## config.mk

```make
export PLATFORM = sky130hd
export DESIGN_NAME = div_sequencer
export DESIGN_NICKNAME = d
export VERILOG_FILES = /design/src/rtl/div_sequencer.sv
export SDC_FILE = /design/constraint.sdc
export NUM_CORES = 1
export LEC_CHECK = 0
export CORE_AREA = 5 5 135 137
export CTS_CLUSTER_DIAMETER = 60
export DETAILED_ROUTE_END_ITERATION = 16
export DIE_AREA = 0 0 140 142
export PLACE_DENSITY = 0.82
export SETUP_SLACK_MARGIN = 0.1
export SLEW_MARGIN = 40
export SYNTH_ARGS = -nofsm -noshare
export SYNTH_HDL_FRONTEND = slang
export SYNTH_SLANG_ARGS = --single-unit
```

## constraint.sdc

```tcl
create_clock -name clk -period 4 [get_ports clk]
set_clock_uncertainty 0.05 [all_clocks]
set_input_delay 0.4 -clock clk [delete_from_list [all_inputs] [get_ports clk]]
set_output_delay 0.4 -clock clk [all_outputs]
set_load 0.03 [all_outputs]
```

## src/rtl/div_sequencer.sv

```systemverilog
// Request/response front end for the 32-bit iterative divider: strips operand signs,
// runs the divider unsigned, restores the sign and returns a tagged response.
module div_sequencer #(
    parameter int TAG_W   = 4,
    parameter int TIMEOUT = 96
) (
    input  logic             clk,
    input  logic             reset,
    input  logic             req_valid,
    output logic             req_ready,
    input  logic [31:0]      req_a,
    input  logic [31:0]      req_b,
    input  logic             req_signed,
    input  logic             req_rem,
    input  logic [TAG_W-1:0] req_tag,
    output logic [31:0]      div_a,
    output logic [31:0]      div_b,
    output logic             div_go,
    output logic             div_divs,
    output logic             div_remainder,
    input  logic [31:0]      div_c,
    input  logic             div_available,
    output logic             rsp_valid,
    input  logic             rsp_ready,
    output logic [31:0]      rsp_data,
    output logic [TAG_W-1:0] rsp_tag,
    output logic             rsp_zero,
    output logic             rsp_negative,
    output logic             rsp_err
);

    localparam int CNT_W = $clog2(TIMEOUT + 1);

    typedef enum logic [2:0] {
        IDLE  = 3'd0,
        ISSUE = 3'd1,
        WAIT  = 3'd2,
        FIX   = 3'd3,
        RESP  = 3'd4
    } state_t;

    state_t state, state_nxt;

    logic             sa_q, sb_q, rem_q, err_q;
    logic [TAG_W-1:0] tag_q;
    logic [31:0]      raw_q;
    logic [CNT_W-1:0] cnt_q;

    logic accept, b_zero, sa_in, sb_in, timeout_hit;

    // Two's-complement negate when neg is set; 0x80000000 wraps onto itself.
    function automatic logic [31:0] cond_neg(input logic [31:0] v, input logic neg);
        logic signed [31:0] sv;
        logic signed [31:0] nv;
        sv = $signed(v);
        nv = -sv;
        return neg ? $unsigned(nv) : v;
    endfunction

    function automatic logic [31:0] sign_fix(input logic [31:0] raw, input logic rem,
                                             input logic sa, input logic sb);
        return rem ? cond_neg(raw, sa) : cond_neg(raw, sa ^ sb);
    endfunction

    assign req_ready     = (state == IDLE);
    assign accept        = req_valid && req_ready;
    assign b_zero        = (req_b == 32'd0);
    assign sa_in         = req_signed & req_a[31];
    assign sb_in         = req_signed & req_b[31];
    assign timeout_hit   = (cnt_q == CNT_W'(TIMEOUT - 1));

    assign div_go        = (state == ISSUE);
    assign div_divs      = 1'b0;
    assign div_remainder = rem_q;
    assign rsp_zero      = (rsp_data == 32'd0);
    assign rsp_negative  = rsp_data[31];

    always_ff @(posedge clk) begin
        if (reset) state <= IDLE;
        else       state <= state_nxt;
    end

    always_comb begin
        state_nxt = state;
        case (state)
            IDLE:    if (accept) state_nxt = b_zero ? FIX : ISSUE;
            ISSUE:   state_nxt = WAIT;
            WAIT:    if (div_available || timeout_hit) state_nxt = FIX;
            FIX:     state_nxt = RESP;
            RESP:    if (rsp_ready) state_nxt = IDLE;
            default: state_nxt = IDLE;
        endcase
    end

    // Control and visible outputs: cleared by reset.
    always_ff @(posedge clk) begin
        if (reset) begin
            div_a     <= '0;
            div_b     <= '0;
            rsp_valid <= 1'b0;
            rsp_data  <= '0;
            rsp_tag   <= '0;
            rsp_err   <= 1'b0;
            rem_q     <= 1'b0;
            err_q     <= 1'b0;
            cnt_q     <= '0;
        end else begin
            case (state)
                IDLE: if (accept) begin
                    div_a <= cond_neg(req_a, sa_in);
                    div_b <= cond_neg(req_b, sb_in);
                    rem_q <= req_rem;
                    err_q <= b_zero;
                end
                ISSUE: cnt_q <= '0;
                WAIT: begin
                    cnt_q <= cnt_q + 1'b1;
                    if (!div_available && timeout_hit) err_q <= 1'b1;
                end
                FIX: begin
                    rsp_data  <= err_q ? raw_q : sign_fix(raw_q, rem_q, sa_q, sb_q);
                    rsp_tag   <= tag_q;
                    rsp_err   <= err_q;
                    rsp_valid <= 1'b1;
                end
                RESP: if (rsp_ready) rsp_valid <= 1'b0;
                default: ;
            endcase
        end
    end

    // Operand bookkeeping: only meaningful while a request is in flight.
    always_ff @(posedge clk) begin
        case (state)
            IDLE: if (accept) begin
                sa_q  <= sa_in;
                sb_q  <= sb_in;
                tag_q <= req_tag;
                raw_q <= req_rem ? req_a : 32'hFFFF_FFFF;
            end
            WAIT: begin
                if (div_available)    raw_q <= div_c;
                else if (timeout_hit) raw_q <= '0;
            end
            default: ;
        endcase
    end

endmodule

```

# Word-level counts from Yosys, hierarchy flattened
# Cells that the tools add are included.
[op_classes]
add_sub_neg = 4
mul = 0
n_div = 0
order_cmp = 0
eq_ne = 10
shifts = 0
mux = 22
n_bitwise = 3
reduce_logical = 15
[ops]
columns = ["op", "count"]
rows = [
  ["$mux 32", 10],
  ["$neg 32->32", 3],
  ["$logic_not 32->1", 2],
  ["$pmux 32 s2", 1],
  ["$pmux 3 s5", 1],
  ["$pmux 7 s2", 1],
  ["$mux 3", 3],
  ["$reduce_and 3->1", 3],
  ["$add 7x1->7 const B", 1],
  ["$eq 7x7->1 const B", 1],
  ["$eq 3x2->1 const B", 2],
  ["$ne 2x2->1 const B", 3],
  ["$reduce_bool 2->1", 3],
  ["$pmux 1 s2", 2],
  ["$reduce_and 2->1", 2],
  ["$eq 3x1->1 const B", 1],
  ["$eq 3x3->1 const B", 1],
  ["$logic_not 3->1", 1],
  ["$mux 1", 3],
  ["$ne 3x3->1 const B", 1],
  ["$and 1x1->1", 2],
  ["$logic_and 1x1->1", 2],
  ["$mux 2", 1],
  ["$ne 2x1->1 const B", 1],
  ["3 further kinds", 3],
]
[word_totals]
reg_bits = 152
latchBits = 0
ramBits = 0
rom_bits = 0
inputBits = 107
elab_cells = 68
memories = 0

# Longest topological paths before layout
[depth]
ltp_word = 4
depth_mapped = 8
ltp_nobuf = 7

# Worst setup path before layout
# No wires, ideal clock.
[synth_timing]
path_kind = "register to register"
from = "register cnt_q[0]"
to = "register raw_q[0], enable pin"
setup_time_ns = 0.442
arrival_ns = 2.977
required_ns = 3.508
path_slack_ns = 0.531
stages_incl_launch_ff = 5
n_path_buf = 0
cell_sequence = "dfxtp_1 -> ha_1 -> nand2_1 -> or4b_2 -> a31oi_1"
[synth_between]
elab_chain_len = 3
[synth_rtl]
columns = ["item", "line", "source"]
rows = [
  ["start, declared", "47", "logic [CNT_W-1:0] cnt_q;"],
  ["start signal, assigned", "117", "cnt_q <= cnt_q + 1'b1;"],
  ["$eq 7x7->1", "70", "assign timeout_hit = (cnt_q == CNT_W'(TIMEOUT - 1));"],
  ["$ne 3x3->1 (no source line)", "n/a", ""],
  ["$reduce_and 3->1 (no source line)", "n/a", ""],
  ["end signal, assigned", "139", "raw_q <= req_rem ? req_a : 32'hFFFF_FFFF;"],
  ["end signal, assigned", "142", "if (div_available) raw_q <= div_c;"],
  ["end, declared", "46", "logic [31:0] raw_q;"],
]
# No other way between the ends.
# A chain may end at the register's enable or synchronous reset.

# Worst setup path after layout
[layout_timing]
from = "register state[0]"
to = "register div_b[8]"
[layout_between]
elab_chain_len = 3
[layout_rtl]
columns = ["item", "line", "source"]
rows = [
  ["start, declared", "42", "state_t state, state_nxt;"],
  ["start signal, assigned", "80", "else state <= state_nxt;"],
  ["$logic_not 3->1 (*)", "65, 108", ""],
  ["$logic_and 1x1->1", "66", "assign accept = req_valid && req_ready;"],
  ["$reduce_and 2->1 (no source line) (*)", "n/a", ""],
  ["end signal, assigned", "111", "div_b <= cond_neg(req_b, sb_in);"],
  ["end, declared", "17", "output logic [31:0] div_b,"],
]
# Every way passes the cells marked *; elsewhere a longest branch is shown, timed or not.

==> out/results.ini <==
[critical_path]
crit_type=flop to flop
reg2reg_from=state[0]$_SDFFE_PP0P_
cp-start-kind=flop
worstReg2RegEnd=div_b[8]$_SDFFE_PP0P_
cp.arrival_ns=3.06
r2r_slack_ns=1.23
required_ns=4.29
crit_path_end_kind=flop
rr_worst_depth=5
critPathMaxFanout=43

[power]
power_frac_comb_pct=25.7
clkPwrFrac_pct=34.5
power_density_nw_per_um2=430.9
p_leak_uw=0.003752
seqPwrFrac_pct=39.7
vdd_ir_drop_max_mv=0.3193
p_int_uw=3253
swShare_pct=31.34
switchingPower_uw=1485

[routing]
ant_nets=0
routedWlPerCell_um=17.60
vias=7907
drtPass1Iterations=8
drtIter0Drc=532
drc=0
via_per_inst=5.793
drt-total-wl_um=24030

[die]
dieHeight_um=142
die_area_um2=19880
rows=48
fp.dieW_um=140
coreArea_um2=16940
ioPinCount=215
start_util_pct=48.11

[run]
cap_violations=0

[global_routing]
grt_max_degree=57
grt_pass1_vias=7475
grt-ovfl-total=0
antenna_found_initial=0
grt_usage_pct=23.38
grt_pass1_wl_um=38050

[yosys]
synth.area.top_cells=dfxtp_1, edfxtp_1, a211oi_1, nor2_1, a21oi_1
synth_edf_count=38
synth-seq-area-share_pct=42.01
synthArstFlopShare_pct=0
syn_nets=1068
yosysWarnings=0
ys_ff_latch=152
ys_types=62
syn_area_um2=8148
syn_area_per_cell_um2=8.514
synth_flop_cell=dfxtp_1
synth_cells=957
yosys.area.top_type_share_pct=28.01
yosys.area.top_type=dfxtp_1

[sta]
worst_pin_slew_ns=0.6946
period_needed_ns=2.772
fmax_ghz=0.3607
slew_headroom_pct=53.27
fin_tns_setup_ns=0
setup_ws_ns=1.228
setup-violations-final=0
slew_viol_final=0
hold_violations=0
post-route-period-util_pct=69.30
rsz0062_at_grt=no

[worst_hold_path]
min_from=rsp_tag[0]$_SDFFE_PP0P_
whs_endpoint=rsp_tag[0]$_SDFFE_PP0P_
min_path_type=flop to flop
holdPathStages=2

[outcome]
status=completed

[place]
port-buffer-count=213
dpl_cell_area_um2=10390
dpl.cell_count=1333
gp_congestion=0.9266
place_ws_ns=0.9112
hpwlAfterDp_um=17850

[clock_network]
worstSkewPairLatency_ns=0.42
cts_resized=0
ctsHoldBuffers=0
cts_setup_buffers=0
ctsLongestPathBuffers=2
root_buffer=clkbuf_16
cts_buffers=17
tritoncts=yes
h-tree-depth=4
clkTransAtPathRegs_ns=0.06
cts.sinks=152

[layout]
area_delta_synth_final_pct=34.95
stdcell_count=1365
drive_above_1_share_pct=5.789
layout.nets=1238
utilization_pct=64.92
fin_area_um2=11000
antenna_cells=0

[logic make-up after synthesis]
logic type	synth area share, %
mux	0.9982
simple gates	21.28
compound gates	22.10
other cells	0.04602
buf+inv	5.743
flops	42.01
fa+ha+maj	0.6143
xor+xnor	7.202
[sequential cells by signal (all words and copies together) (netlist names)]
name	flops
sa_q	1
err_q	1
rsp_tag	4
div_remainder	1
cnt_q	7
raw_q	32
state	3
div_b	32
rsp_err	1
sb_q	1
rsp_data	32
div_a	32
rsp_valid	1
tag_q	4
[layout make-up]
cell class	instances	area, µm²
Fill cell	1412	5941
Timing Repair Buffer	225	2235
Clock inverter	14	171.4
Inverter	45	170.2
Sequential cell	152	3425
Multi-Input combinational cell	686	4284
Tap cell	225	281.5
Clock buffer	18	429.2
[cells in the final DEF, fill, tap and decap left out, types with 4 or more instances in the layout]
cell / netlist / final
a311oi_1: 7 / 7
a21oi_1: 66 / 66
o21ai_0: 27 / 27
ha_1: 4 / 4
nor4_1: 28 / 28
or3_1: 18 / 18
nor2_1: 106 / 104
and2_1: 5 / 5
o31ai_1: 10 / 10
o41ai_1: 8 / 8
nand3_1: 13 / 13
dfxtp_1: 114 / 113
buf_4: 2 / 11
nor3b_1: 5 / 5
o21bai_1: 4 / 4
and3_1: 5 / 5
nand2b_1: 7 / 6
nor3_1: 43 / 43
o211ai_1: 5 / 5
nand3b_1: 6 / 6
a211oi_1: 73 / 73
nor2b_1: 8 / 8
xnor2_1: 35 / 35
nand2_1: 52 / 52
inv_1: 43 / 42
mux2i_1: 7 / 7
edfxtp_1: 38 / 38
clkdlybuf4s50_1: 0 / 211
or4_1: 11 / 11
nand4_1: 8 / 8
clkbuf_16: 0 / 17
a31oi_1: 41 / 40
xor2_1: 32 / 32
[per-layer routing]
layer,share of wire (%),GRT usage (%)
met3,8.1,7.426
met5,0,0
met1,42,29.40
met2,47,38.52
met4,2.7,7.598
[through the flow]
stage	hold slack, ns	total power (µW)
finish	0.4012	4737
global route	0.4341	4946
global placement	0.3918	3094
CTS	0.4049	4754
detailed placement	0.3968	3122
floorplan	0.4151	2622
[power groups by stage]
stage	Sequential, µW	Clock (µW)	Combinational (µW)
6_report	1880	1640	1220
5_1_grt	1900	1730	1320
4_1_cts	1880	1650	1220
3_5_place_dp	1910	0	1210
3_3_place_gp	1910	0	1190
2_1_floorplan	2060	0	563
[how the worst max path moves through the flow]
stage | to | slack [ns] | depth (start not counted) | start
after global routing | div_b[4]$_SDFFE_PP0P_ | 0.97 | 5 | state[0]$_SDFFE_PP0P_
after detailed placement | div_b[14]$_SDFFE_PP0P_ | 0.91 | 6 | req_valid
final | div_b[8]$_SDFFE_PP0P_ | 1.23 | 5 | state[0]$_SDFFE_PP0P_
after CTS | div_b[8]$_SDFFE_PP0P_ | 1.23 | 5 | state[0]$_SDFFE_PP0P_
after floorplan | raw_q[0]$_DFFE_PP_ | 0.53 | 4 | cnt_q[0]$_SDFFE_PP0P_
after global placement | div_b[1]$_SDFFE_PP0P_ | 0.98 | 6 | req_valid
[cell usage after synthesis (all sizes together), types with 10 or more instances]
library cell / n
o21ai: 29
edfxtp: 38
xnor2: 35
or3: 18
nor4: 30
o41ai: 11
a31oi: 41
nand2: 52
a21oi: 66
o31ai: 10
nand3: 13
dfxtp: 114
xor2: 32
nor2: 107
inv: 43
a211oi: 73
clkbuf: 52
nor3: 43
buf: 22
or4: 13
[critical path, cell delays in order (launching register included)]
cell and delay, ns:
dfxtp_1 0.52, or4b_2 0.92, clkinv_2 0.39, buf_4 0.47, nor2_1 0.09, a211oi_1 0.23
No activity file was read; power rests on OpenSTA's default activity.
